==> src/rtl/mmss_timer_if.sv <==
// mmss_timer_if: control pulses in, mm:ss value and status levels out, for the timer core.
// Latency: none (wiring only); timing is set by the core that drives the outputs.
// Backpressure: none; inputs are single-cycle pulses or levels, outputs are levels.
interface mmss_timer_if #(
  parameter int MIN_W = 7
);
  // Control pulses from the debounce wrapper. mode is a level.
  logic             start;
  logic             stop;
  logic             clear;
  logic             inc_min;
  logic             inc_sec;
  logic             mode;

  // Value and status toward the display driver and blink stage.
  logic [MIN_W-1:0] minutes;
  logic [5:0]       seconds;
  logic             running;
  logic             expired;
  logic             alarm;
  logic             blink;

  // Pulse source side (debounce wrapper or bench).
  modport master (
    output start, stop, clear, inc_min, inc_sec, mode,
    input  minutes, seconds, running, expired, alarm, blink
  );

  // Timer core side.
  modport slave (
    input  start, stop, clear, inc_min, inc_sec, mode,
    output minutes, seconds, running, expired, alarm, blink
  );
endinterface

==> src/rtl/mmss_timer_core.sv <==
// mmss_timer_core: mm:ss countdown / count-up timer with prescaler, pause, alarm and blink.
// Latency: one clk from an accepted pulse or internal tick to the registered outputs.
// Backpressure: none; a pulse that loses same-cycle priority or is not legal in the state is dropped.
module mmss_timer_core #(
  parameter int TICK_DIV  = 100_000_000,
  parameter int BLINK_DIV = 50_000_000,
  parameter int MAX_MIN   = 99,
  parameter int MIN_W     = 7
) (
  input  logic        clk,
  input  logic        rst,
  mmss_timer_if.slave bus
);

  // MAX_MIN must fit in MIN_W bits and be at least 1.
  localparam int PRESC_W = (TICK_DIV  > 1) ? $clog2(TICK_DIV)  : 1;
  localparam int BLINK_W = (BLINK_DIV > 1) ? $clog2(BLINK_DIV) : 1;

  localparam logic [PRESC_W-1:0] PRESC_LAST = PRESC_W'(TICK_DIV - 1);
  localparam logic [BLINK_W-1:0] BLINK_LAST = BLINK_W'(BLINK_DIV - 1);
  localparam logic [MIN_W-1:0]   MIN_MAX    = MIN_W'(MAX_MIN);
  localparam logic [MIN_W-1:0]   MIN_ONE    = MIN_W'(1);
  localparam logic [5:0]         SEC_MAX    = 6'd59;

  typedef enum logic [1:0] {
    IDLE    = 2'd0,
    RUN     = 2'd1,
    PAUSE   = 2'd2,
    EXPIRED = 2'd3
  } state_t;

  // Displayed time value kept as one packed word so terminal compares are single compares.
  typedef struct packed {
    logic [MIN_W-1:0] mins;
    logic [5:0]       secs;
  } mmss_t;

  localparam mmss_t VAL_ZERO = '0;
  localparam mmss_t VAL_TOP  = '{mins: MIN_MAX, secs: SEC_MAX};

  state_t             state_q, state_d;
  mmss_t              val_q, val_d;
  mmss_t              val_dec, val_inc;
  logic [PRESC_W-1:0] presc_q, presc_d;
  logic               mode_q, mode_d;
  logic [BLINK_W-1:0] blink_cnt_q, blink_cnt_d;
  logic               blink_q, blink_d;
  logic               alarm_q, alarm_d;
  logic               running_q, expired_q;

  logic               tick;
  logic               val_is_zero;
  logic               val_is_top;
  logic               start_from_idle;

  assign tick            = (state_q == RUN) && (presc_q == PRESC_LAST);
  assign val_is_zero     = (val_q == VAL_ZERO);
  assign val_is_top      = (val_q == VAL_TOP);
  // A countdown cannot start from 00:00; a count-up can.
  assign start_from_idle = bus.start && (state_q == IDLE) && !(!bus.mode && val_is_zero);

  // One-second step of the value in each direction (countdown borrows, count-up carries).
  always_comb begin
    val_dec = val_q;
    val_inc = val_q;
    if (val_q.secs != 6'd0) begin
      val_dec.secs = val_q.secs - 6'd1;
    end else begin
      val_dec.mins = val_q.mins - MIN_ONE;
      val_dec.secs = SEC_MAX;
    end
    if (val_q.secs == SEC_MAX) begin
      val_inc.mins = val_q.mins + MIN_ONE;
      val_inc.secs = 6'd0;
    end else begin
      val_inc.secs = val_q.secs + 6'd1;
    end
  end

  // Next state, value, prescaler and latched mode; events in priority order, only one acts.
  always_comb begin
    state_d = state_q;
    val_d   = val_q;
    presc_d = presc_q;
    mode_d  = mode_q;

    if (bus.clear) begin
      state_d = IDLE;
      val_d   = VAL_ZERO;
      presc_d = '0;
    end else if (bus.stop && (state_q == RUN)) begin
      // Pausing holds the prescaler, even when this cycle was a tick.
      state_d = PAUSE;
    end else if (start_from_idle) begin
      state_d = RUN;
      mode_d  = bus.mode;
      presc_d = '0;
    end else if (bus.start && (state_q == PAUSE)) begin
      // Resume keeps the partial second accumulated before the pause.
      state_d = RUN;
    end else if (state_q == RUN) begin
      // Increment pulses are never accepted while running.
      if (tick) begin
        presc_d = '0;
        if (!mode_q) begin
          // Value may already be 00:00 if it was wrapped there during a pause.
          if (val_is_zero) begin
            state_d = EXPIRED;
          end else begin
            val_d = val_dec;
            if (val_dec == VAL_ZERO) begin
              state_d = EXPIRED;
            end
          end
        end else begin
          // Saturate at the top value; it may already be there after pause edits.
          if (val_is_top) begin
            state_d = EXPIRED;
          end else begin
            val_d = val_inc;
            if (val_inc == VAL_TOP) begin
              state_d = EXPIRED;
            end
          end
        end
      end else begin
        presc_d = presc_q + PRESC_W'(1);
      end
    end else if (bus.inc_min && ((state_q == IDLE) || (state_q == PAUSE))) begin
      val_d.mins = (val_q.mins == MIN_MAX) ? '0 : (val_q.mins + MIN_ONE);
    end else if (bus.inc_sec && ((state_q == IDLE) || (state_q == PAUSE))) begin
      // Seconds wrap on their own with no carry into minutes.
      val_d.secs = (val_q.secs == SEC_MAX) ? 6'd0 : (val_q.secs + 6'd1);
    end
  end

  // Display enable: steady on in IDLE/RUN, dark-first blinking in PAUSE/EXPIRED.
  always_comb begin
    blink_cnt_d = '0;
    blink_d     = 1'b1;
    if (state_d != state_q) begin
      blink_d = (state_d == IDLE) || (state_d == RUN);
    end else if ((state_q == PAUSE) || (state_q == EXPIRED)) begin
      if (blink_cnt_q == BLINK_LAST) begin
        blink_d = ~blink_q;
      end else begin
        blink_cnt_d = blink_cnt_q + BLINK_W'(1);
        blink_d     = blink_q;
      end
    end
  end

  // Alarm fires only on the transition into EXPIRED, never while sitting there.
  always_comb begin
    alarm_d = (state_d == EXPIRED) && (state_q != EXPIRED);
  end

  // State and datapath registers; every output comes straight from one of these.
  always_ff @(posedge clk or posedge rst) begin
    if (rst) begin
      state_q     <= IDLE;
      val_q       <= VAL_ZERO;
      presc_q     <= '0;
      mode_q      <= 1'b0;
      blink_cnt_q <= '0;
      blink_q     <= 1'b1;
      alarm_q     <= 1'b0;
      running_q   <= 1'b0;
      expired_q   <= 1'b0;
    end else begin
      state_q     <= state_d;
      val_q       <= val_d;
      presc_q     <= presc_d;
      mode_q      <= mode_d;
      blink_cnt_q <= blink_cnt_d;
      blink_q     <= blink_d;
      alarm_q     <= alarm_d;
      running_q   <= (state_d == RUN);
      expired_q   <= (state_d == EXPIRED);
    end
  end

  assign bus.minutes = val_q.mins;
  assign bus.seconds = val_q.secs;
  assign bus.running = running_q;
  assign bus.expired = expired_q;
  assign bus.alarm   = alarm_q;
  assign bus.blink   = blink_q;

endmodule

==> src/flat_wrapper.sv <==
// flat-port wrapper written by rule: the top's interface ports become plain ports
module mmss_timer_core_flat 
#(
  parameter int TICK_DIV  = 100_000_000,
  parameter int BLINK_DIV = 50_000_000,
  parameter int MAX_MIN   = 99,
  parameter int MIN_W     = 7
)
  (clk, rst, bus_start, bus_stop, bus_clear, bus_inc_min, bus_inc_sec, bus_mode, bus_minutes, bus_seconds, bus_running, bus_expired, bus_alarm, bus_blink);
  mmss_timer_if #(.MIN_W(MIN_W)) bus_i ();
  input  logic clk;
  input  logic rst;
  input wire logic [$bits(bus_i.start)-1:0] bus_start;
  input wire logic [$bits(bus_i.stop)-1:0] bus_stop;
  input wire logic [$bits(bus_i.clear)-1:0] bus_clear;
  input wire logic [$bits(bus_i.inc_min)-1:0] bus_inc_min;
  input wire logic [$bits(bus_i.inc_sec)-1:0] bus_inc_sec;
  input wire logic [$bits(bus_i.mode)-1:0] bus_mode;
  output wire logic [$bits(bus_i.minutes)-1:0] bus_minutes;
  output wire logic [$bits(bus_i.seconds)-1:0] bus_seconds;
  output wire logic [$bits(bus_i.running)-1:0] bus_running;
  output wire logic [$bits(bus_i.expired)-1:0] bus_expired;
  output wire logic [$bits(bus_i.alarm)-1:0] bus_alarm;
  output wire logic [$bits(bus_i.blink)-1:0] bus_blink;
  assign bus_i.start = bus_start;
  assign bus_i.stop = bus_stop;
  assign bus_i.clear = bus_clear;
  assign bus_i.inc_min = bus_inc_min;
  assign bus_i.inc_sec = bus_inc_sec;
  assign bus_i.mode = bus_mode;
  assign bus_minutes = bus_i.minutes;
  assign bus_seconds = bus_i.seconds;
  assign bus_running = bus_i.running;
  assign bus_expired = bus_i.expired;
  assign bus_alarm = bus_i.alarm;
  assign bus_blink = bus_i.blink;
  mmss_timer_core #(.TICK_DIV(TICK_DIV), .BLINK_DIV(BLINK_DIV), .MAX_MIN(MAX_MIN), .MIN_W(MIN_W)) u_core (.clk(clk), .rst(rst), .bus(bus_i));
endmodule
==> config.mk <==
export PLATFORM = sky130hd
export DESIGN_NAME = mmss_timer_core_flat
export DESIGN_NICKNAME = d
export VERILOG_FILES = /design/src/rtl/mmss_timer_if.sv /design/src/rtl/mmss_timer_core.sv /design/src/flat_wrapper.sv
export SDC_FILE = /design/constraint.sdc
export NUM_CORES = 1
export LEC_CHECK = 0
export BUFFER_PORTS_ARGS = -buffer_cell sky130_fd_sc_hd__clkbuf_2
export CAP_MARGIN = 20
export CORE_MARGIN = 1.5
export CORE_UTILIZATION = 37
export CTS_CLUSTER_SIZE = 20
export DETAILED_ROUTE_END_ITERATION = 8
export PLACE_DENSITY = 0.64
export SLEW_MARGIN = 10
export SYNTH_ARGS = -nofsm -noshare
export SYNTH_HDL_FRONTEND = slang
export SYNTH_SLANG_ARGS = --single-unit
export TNS_END_PERCENT = 100
==> constraint.sdc <==
create_clock -name clk -period 2.3 [get_ports clk]
set_input_delay 0.23 -clock clk [delete_from_list [all_inputs] [get_ports clk]]
set_output_delay 0.23 -clock clk [all_outputs]
set_load 0.1 [all_outputs]
=== Yosys cells after proc, flatten, opt, wreduce, memory -nomap -nowiden ===
Index checks and enable logic that the tools add are counted.

* Flip-flop bits (word level): 73
* Bits of input ports: 8
* Logic and storage cells: 107

* Multiplexer cells: 40
* Reductions and logical operators: 26
* Bitwise logic cells: 3
* Equal/unequal tests: 22
* $add $sub $neg: 6

{| class="wikitable"
|+ Operator list
! operator !! number
|-
| 27-bit 2-to-1 mux || 6
|-
| 13-bit 2-to-1 mux || 9
|-
| 26-bit 2-to-1 mux || 3
|-
| 7-bit 2-to-1 mux || 4
|-
| 27-bit by 1-bit adder with 27-bit output (second input constant) || 1
|-
| 27-bit == test (second input constant) || 1
|-
| 26-bit by 1-bit adder with 26-bit output (second input constant) || 1
|-
| 13-bit == test (second input constant) || 2
|-
| 26-bit == test (second input constant) || 1
|-
| 13-bit logical NOT || 2
|-
| 6-bit 2-to-1 mux || 4
|-
| 2-bit 2-to-1 mux || 11
|-
| 3-bit by 2-bit != test with 1-bit output (second input constant) || 4
|-
| 1-bit logical AND || 9
|-
| 3-bit nonzero test || 3
|-
| 2-bit != test (second input constant) || 4
|-
| 8-bit AND reduction || 1
|-
| 7-bit by 1-bit adder with 7-bit output (second input constant) || 1
|-
| 7-bit == test (second input constant) || 1
|-
| 7-bit AND reduction || 1
|-
| 7-bit by 1-bit subtractor with 7-bit output (second input constant) || 1
|-
| 6-bit by 1-bit adder with 6-bit output (second input constant) || 1
|-
| 2-bit == test (second input constant) || 3
|-
| 6-bit == test (second input constant) || 1
|-
| other kinds (12) || 22
|}

=== Longest topological paths before layout ===
Gate-level depths: netlist (run 1).

* Depth after elaboration: 15
* Mapped depth: 10

=== Least setup slack after synthesis (run 1) ===
No wires, ideal clock.

* Kind: register to register
* Start: reg u_core.val_q, in the netlist u_core.bus.seconds[0]
* End: reg u_core.presc_q[13]
* Buffers on the path: 1
* Stages on the path, launching flop included: 10
* Data required time: 2.168 ns
* Setup slack: -0.735 ns
* Data arrival time: 2.903 ns
* Cells stage by stage: dfrtp_1 -> clkbuf_1 -> inv_1 -> ha_1 -> or4b_4 -> o41ai_4 -> a211o_2 -> or2_2 -> xor2_1 -> nor2_1

* Longest elaborated chain between the ends: 7
* Elaborated cells between the ends (all ways): 10
* Classes of those cells: 1 x eq/ne; 3 x mux; 6 x reduce/logical

{| class="wikitable"
|+ Ends and longest elaborated chain
! what !! line !! text
|-
| from (decl) || mmss_timer_core.sv:42 || <nowiki>mmss_t val_q, val_d;</nowiki>
|-
| from (signal assigned) || mmss_timer_core.sv:172 || <nowiki>val_q <= val_d;</nowiki>
|-
| 13-bit logical NOT (*) || mmss_timer_core.sv:57 || <nowiki>assign val_is_zero = (val_q == VAL_ZERO);</nowiki>
|-
| 1-bit logical AND (*) || mmss_timer_core.sv:60 || <nowiki>assign start_from_idle = bus.start && (state_q == IDLE) && !(!bus.mode && val_is_zero);</nowiki>
|-
| 1-bit logical NOT (*) || mmss_timer_core.sv:60 ||
|-
| 1-bit logical AND (*) || mmss_timer_core.sv:60 ||
|-
| 27-bit 2-to-1 mux || mmss_timer_core.sv:94 || <nowiki>end else if (start_from_idle) begin</nowiki>
|-
| 27-bit 2-to-1 mux || mmss_timer_core.sv:91 || <nowiki>end else if (bus.stop && (state_q == RUN)) begin</nowiki>
|-
| 27-bit 2-to-1 mux || mmss_timer_core.sv:87 || <nowiki>if (bus.clear) begin</nowiki>
|-
| to (signal assigned) || mmss_timer_core.sv:173 || <nowiki>presc_q <= presc_d;</nowiki>
|-
| to (decl) || mmss_timer_core.sv:44 || <nowiki>logic [PRESC_W-1:0] presc_q, presc_d;</nowiki>
|}

Mark *: on every way between the ends. The rest lies on a longest branch, timed or not. The select of a mux whose other input is x is not followed.
A chain may end at the register's enable or synchronous reset.

=== Final worst setup path (run 1) ===
* Start: reg u_core.val_q, in the netlist u_core.bus.minutes[1]
* End: reg u_core.val_q, in the netlist u_core.bus.minutes[5]

* Longest elaborated chain between the ends: 10
* Elaborated cells between the ends (all ways): 25
* Classes of those cells: 2 x add/sub; 5 x eq/ne; 13 x mux; 5 x reduce/logical

{| class="wikitable"
|+ Ends and longest elaborated chain
! what !! line !! text
|-
| 7-bit by 1-bit subtractor with 7-bit output / 7-bit by 1-bit adder with 7-bit output (equally long branches) || mmss_timer_core.sv:69, mmss_timer_core.sv:73, mmss_timer_core.sv:130 ||
|-
| 7-bit 2-to-1 mux (on tied branches) || mmss_timer_core.sv:66, mmss_timer_core.sv:72 ||
|-
| 13-bit 2-to-1 mux (on tied branches) || mmss_timer_core.sv:107, mmss_timer_core.sv:117 ||
|-
| 13-bit 2-to-1 mux || mmss_timer_core.sv:105 || <nowiki>if (!mode_q) begin</nowiki>
|-
| 13-bit 2-to-1 mux || mmss_timer_core.sv:103 || <nowiki>if (tick) begin</nowiki>
|-
| 13-bit 2-to-1 mux || mmss_timer_core.sv:101 || <nowiki>end else if (state_q == RUN) begin</nowiki>
|-
| 13-bit 2-to-1 mux || mmss_timer_core.sv:98 || <nowiki>end else if (bus.start && (state_q == PAUSE)) begin</nowiki>
|-
| 13-bit 2-to-1 mux || mmss_timer_core.sv:94 ||
|-
| 13-bit 2-to-1 mux || mmss_timer_core.sv:91 ||
|-
| 13-bit 2-to-1 mux || mmss_timer_core.sv:87 ||
|}

Parallel ways exist; a longest one is shown, timed or not. The select of a mux whose other input is x is not followed.

==> metrics.txt, run 1 <==
Final min period 2.31 ns; cell area after synthesis 4680 um2; antenna-violating nets left 0; grt met1 use 27.0%; Avg Vias per Cell 5.57; die footprint 13,300 um2; Peak VDD IR 0.000457 V; DPL Wire Length 9230 um; Max Slew Vio Count 0; Max Cap Viol 0; total track usage 20.5%; Initial DRC Count 327; PwrDens 645 nW/um2; Root Driver clkbuf_16; GRT busiest layer met2; Layout fillers 1,093; multi-input logic area 2990 um2; initial antenna violation count 0; Post-synth EDFFs 0; # rows 40; routed wire length per instance 16.9 um; drt total wl 13,400 um; Setup Skew 0.00720 ns; RSZ-0062 raised after global routing true; post-synthesis cell type count 75; grt total ovfl 0; Final nets 640; # diodes 0; prevailing post-synth register cell dfrtp_1; GR Util met2 33.6%; Final Hold Vio Count 0; Port Buf Inserts 24; # setup viols final 3; status finished with violations; drt pass-1 iters 4; CTS tree done; Initial Utilization 38.5%; sequential element share of the synthesized area 39.0%; # IOs 25; first-pass GRT wire length 21,600 um; Rel. slew slack 62.0%; total CTS buffers 9; Die W 115 um; Yosys reg bits 73; worst path arrival time 2.54 ns; share of layout cells above drive strength 1 33.3%; routability cong. 0.884; clk_lat worst skew 0.34 ns; routed via count 4,431; total clock sinks 73; Seq. cell area 1840 um2; failing checks setup timing; drt drc 0; crit-path max FO 5; Worst Path Required 2.52 ns; Mapped Avg Cell Area 8.70 um2; CTS max path bufs 2; FFs w/ async S/R, synth 100%; GR Util met3 4.34%; kind of critical path reg -> reg; Placeable Area 12,200 um2; type of the most critical hold path in -> reg; Worst Hold Slack 0.176 ns; Mapped Nets 555; vias in the first global route 4,277; synthesis-to-finish area growth 34.3%; die height 115 um; Cells after Synth 538; H-tree Lvls 3; largest net degree at the start of global routing 55; Critical Path Start Type register; kind of end point of the critical path register; cell leakage power 0.00255 uW; synth warn 0; clock transition at the registers of the reported paths 0.06 ns; setup tns final -0.0160 ns; Tcrit/Tclk final 101%; Setup WS post-layout -0.0122 ns; Max Freq 432 MHz; worst-margin pin slew 0.568 ns
-- per-layer routing --
layer  vias to the layer above  wire (um)
li1                       2111          -
met1                      2145       5770
met2                       142       6670
met3                        33        699
met4                         0        310
met5                         -          0
-- Yosys cell counts (all sizes together) (4+ instances only) --
| master | number | area share (%) |
|---|---|---|
| clkbuf | 17 | 1.4 |
| nor2b | 4 | 0.53 |
| or3 | 11 | 1.5 |
| nor3b | 8 | 1.3 |
| xor2 | 28 | 5.2 |
| buf | 13 | 1.7 |
| a211oi | 6 | 0.96 |
| o21ai | 21 | 2.3 |
| inv | 16 | 1.3 |
| nand4 | 13 | 1.7 |
| and4 | 5 | 0.94 |
| nor2 | 69 | 5.6 |
| nor3 | 15 | 1.7 |
| dfrtp | 72 | 38 |
| nand2b | 6 | 0.80 |
| o22ai | 4 | 0.83 |
| and3 | 13 | 1.7 |
| nor4 | 9 | 1.2 |
| nand3 | 31 | 3.4 |
| a21oi | 28 | 3.2 |
| a32o | 5 | 1.1 |
| ha | 9 | 2.4 |
| o211ai | 7 | 1.1 |
| nand2 | 51 | 4.1 |
| xnor2 | 19 | 3.6 |
-- metrics by stage --
stage / total power [uW] / worst slack, ns / area [um2] / util, % / instances
2_1_floorplan: 2030 / -0.262 / 4760 / - / 538
3_3_place_gp: 2330 / -0.181 / 5390 / 44.3 / 757
3_5_place_dp: 2340 / -0.220 / 5390 / 44.3 / 757
4_1_cts: 3970 / -0.0956 / 5960 / 49.0 / 790
5_1_grt: 4220 / -0.113 / 6290 / 51.7 / 796
6_report: 4060 / -0.0122 / 6290 / 51.7 / 796
-- state kept, by name, summed over array words and instances, names as in the netlist --
register,flops
u_core.state_q,2
u_core.blink_cnt_q,26
u_core.mode_q,1
u_core.bus.blink,1
u_core.bus.alarm,1
u_core.bus.expired,1
u_core.bus.minutes,7
u_core.bus.running,1
u_core.presc_q,27
u_core.bus.seconds,6
-- cell usage in the layout (no fill, tap or decap), types with 11 or more instances in the layout --
cell,count
inv_1,11
dfrtp_2,11
dfrtp_1,61
nand3_1,26
a21oi_1,20
buf_6,11
nor2_1,65
xor2_1,28
nand2_1,51
buf_4,62
clkbuf_2,24
nand4_1,13
xnor2_1,15
o21ai_0,12
-- critical path, stage by stage, from the launching register on --
cell and delay (ns):
dfrtp_2 0.40, inv_2 0.07, ha_2 0.18, or3b_4 0.41, o41a_1 0.45, o22ai_4 0.25, buf_6 0.16, o21ai_2 0.05
a32o_1 0.22
-- cell type report --
type,instances,area share [%]
inverters,17,1.09
well taps,168,3.34
multi-input cells,418,47.6
flip-flops and latches,73,29.3
repair buffers,104,13.5
clock buffers,9,3.58
clock inverters,7,1.63
-- timing repair --
item,4_1_cts,5_1_grt
hold buffers,1,0
pin swaps,20,20
endpoints found under the setup margin,31,39
buffers inserted,15,6
resized for setup,27,57
gates cloned,1,1
hold endpoints to repair,19,0
-- cells by family (layout without fill, tap and decap cells) --
| kind of cell | count (synthesis) | count (layout) | share of synthesized area (%) |
|---|---|---|---|
| XOR/XNOR | 47 | 47 | 8.79 |
| adder cells (fa/ha/maj) | 9 | 9 | 2.41 |
| flip-flops | 73 | 73 | 39.0 |
| multiplexers | 1 | 1 | 0.240 |
| buffers and inverters | 47 | 137 | 4.38 |
| AND/OR/NAND/NOR | 256 | 256 | 28.7 |
| AO/OA/AOI/OAI | 105 | 105 | 16.4 |
-- power by group --
group          leakage, uW  switching (uW)  internal [uW]  total, uW
Clock             0.000162             559            962       1520
Sequential        0.000990            62.9           1320       1380
Combinational      0.00140             700            456       1160
Total              0.00255            1320           2740       4060
-- worst paths after layout --
| check | end | slack (ns) | from | cells after the start |
|---|---|---|---|---|
| hold reg to reg | u_core.blink_cnt_q[0] | 0.51 | u_core.blink_cnt_q[0] | 1 |
| min in group asynchronous | u_core.presc_q[22] | 0.43 | rst | 3 |
| hold / removal | u_core.mode_q | 0.18 | bus_mode | 2 |
| setup reg to reg | u_core.bus.minutes[5] | -0.01 | u_core.bus.minutes[1] | 8 |
| setup / recovery | u_core.bus.minutes[5] | -0.01 | u_core.bus.minutes[1] | 8 |
| max in group asynchronous | u_core.bus.blink | 1.19 | rst | 4 |
Power figures use the tool's default switching activity.
==> run 2: changes to the inputs <==
Settings changed: ABC_CLOCK_PERIOD_IN_PS from default to 2300, BUFFER_PORTS_ARGS -buffer_cell sky130_fd_sc_hd__clkbuf_2 to default, DONT_BUFFER_PORTS from default to 1, PLACE_DENSITY 0.64 to 0.62.
==> run 2 against run 1 <==
- hold slack got worse by 0.13 ns
- first-iteration DRC count increased by 3.7%
- largest power group unchanged
- the run now ends clean
- critical path depth decreased by 1
- critical endpoint unchanged
==> metrics.txt, run 2 (synthesized netlist as in run 1, its figures left out) <==
status finished clean; RSZ-0062 raised after global routing true; number of flip-flops in the largest register 27 (unchanged); routed wire length per instance 16.4 um (-2.6%); clock transition at the registers of the reported paths 0.06 ns (about the same); Final Non-Filler Cells 772 (-3.0%); Seq. cell area 1840 um2 (unchanged); DPL Wire Length 9150 um (-0.84%); Initial Utilization 38.5% (unchanged); Die W 115 um (unchanged); Final nets 616 (-3.8%); share of layout cells above drive strength 1 25.2% (-8.1 points); # rows 40 (unchanged); Rel. slew slack 38.8% (-23 points); antenna-violating nets left 0 (unchanged); synthesis-to-finish area growth 26.0%; Initial DRC Count 339 (+3.7%); drt pass-1 iters 5 (+1); Peak VDD IR 0.000293 V (-36%); Layout fillers 1,170 (+7.0%); Critical Path Start Type register; multi-input logic area 2780 um2 (-7.1%); worst path arrival time 2.48 ns (-0.06 ns); most common cell after layout, fill and taps aside buf_4; kind of critical path reg -> reg; H-tree Lvls 3 (unchanged); Worst Hold Slack 0.0485 ns (-0.127 ns); drt drc 0 (unchanged); placed cells 746 (-1.5%); most frequent cells in the layout buf_4 (68), nor2_1 (66), dfrtp_1 (61); Root Driver clkbuf_16; total CTS buffers 9 (unchanged); cell leakage power 0.00241 uW (-5.5%); # diodes 0 (unchanged); grt total ovfl 0 (unchanged); Core Util, Final 48.5% (-3.2 points); largest net degree at the start of global routing 38 (-31%); kind of end point of the critical path register; CTS max path bufs 2 (unchanged); first-pass GRT wire length 21,100 um (-2.3%); total clock sinks 73 (unchanged); routability cong. 0.917 (+3.7%); Tcrit/Tclk final 98.3% (-2.3 points); crit-path max FO 5 (unchanged); # setup viols final 0 (-3); clk_lat worst skew 0.33 ns (about the same); Max Slew Vio Count 0 (unchanged); overall power 3880 uW (-4.5%); Worst Path Required 2.52 ns (about the same); die footprint 13,300 um2 (unchanged); Placeable Area 12,200 um2 (unchanged); Final min period 2.26 ns (-0.0522 ns); total track usage 20.2% (-0.38 points); # IOs 25 (unchanged); Avg Vias per Cell 5.60 (+0.60%); CTS tree done; Port Buf Inserts 0 (-100%); dpl cell area 5390 um2 (about the same); Post-Layout Inst Area 5900 um2 (-6.2%); Max Freq 442 MHz (+2.3%); Setup Skew 0.00586 ns (-0.00134 ns); type of the most critical hold path in -> reg; die height 115 um (unchanged); routed via count 4,323 (-2.4%); vias in the first global route 4,201 (-1.8%); Reg with most FFs u_core.presc_q; Final Hold Vio Count 0 (unchanged); PwrDens 657 nW/um2 (+1.9%); drt total wl 12,700 um (-5.6%); Max Cap Viol 0 (unchanged); initial antenna violation count 0 (unchanged); worst-margin pin slew 0.919 ns (+0.352 ns)
==> run 2: changes by cell type in the layout (fill, tap and decap cells not counted), moves of 4 or more <==
cell / delta
and3_1: +4
xnor2_1: +4
clkbuf_2: -24
and3_4: -4
buf_6: -6
xnor2_2: -4
buf_4: +6
==> run 2: power by group <==
group          internal (uW)  switching (uW)
clock network            899             535
registers               1320            76.4
logic                    415             631
total                   2630            1240
==> run 2: worst max-delay path, cell delays in order (launching register included) <==
cell,delay (ns)
dfrtp_2,0.42
inv_2,0.08
ha_4,0.13
or3b_4,0.40
o41a_1,0.44
o22ai_4,0.26
o21ai_1,0.13
a32o_1,0.28
==> run 2: per-stage QoR <==
step,worst slack [ns],TNS [ns]
6_report,0.0400,0
5_1_grt,-0.0433,-0.215
4_1_cts,0.00179,0
3_5_place_dp,-0.0484,-0.142
3_3_place_gp,-0.0498,-0.0627
2_1_floorplan,-0.262,-7.13
==> run 2: final cells by class <==
type | instances | area share, %
Clock buffer | 12 | 4.35
Clock inverter | 4 | 0.870
Inverter | 17 | 1.17
Multi-Input combinational cell | 418 | 47.2
Sequential cell | 73 | 31.2
Tap cell | 168 | 3.56
Timing Repair Buffer | 80 | 11.6
==> run 2: final timing paths <==
path | from | endpoint | slack [ns] | cells past startpoint
setup / recovery | u_core.bus.minutes[1] | u_core.bus.minutes[5] | 0.04 | 7
hold / removal | bus_mode | u_core.mode_q | 0.05 | 1
setup reg to reg | u_core.bus.minutes[1] | u_core.bus.minutes[5] | 0.04 | 7
hold reg to reg | u_core.blink_cnt_q[0] | u_core.blink_cnt_q[0] | 0.53 | 1
max in group asynchronous | rst | u_core.bus.minutes[5] | 1.27 | 3
min in group asynchronous | rst | u_core.presc_q[21] | 0.37 | 2
==> run 2: timing repair <==
action / in CTS / in global routing
hold buffers: 2 / 0
endpoints found under the hold margin: 26 / 0
pin swaps: 2 / 9
gates resized for setup: 4 / 28
setup endpoints to repair: 7 / 25
setup buffers: 3 / 5
==> run 2: routing by layer <==
layer | vias to the layer above | track usage (%) | part of all wire (%)
met1 | 2116 | 26.9 | 45
li1 | 2061 | - | -
met3 | 19 | 3.87 | 5.3
met4 | 0 | 7.16 | 1.6
met2 | 127 | 32.9 | 48
met5 | - | 0 | 0
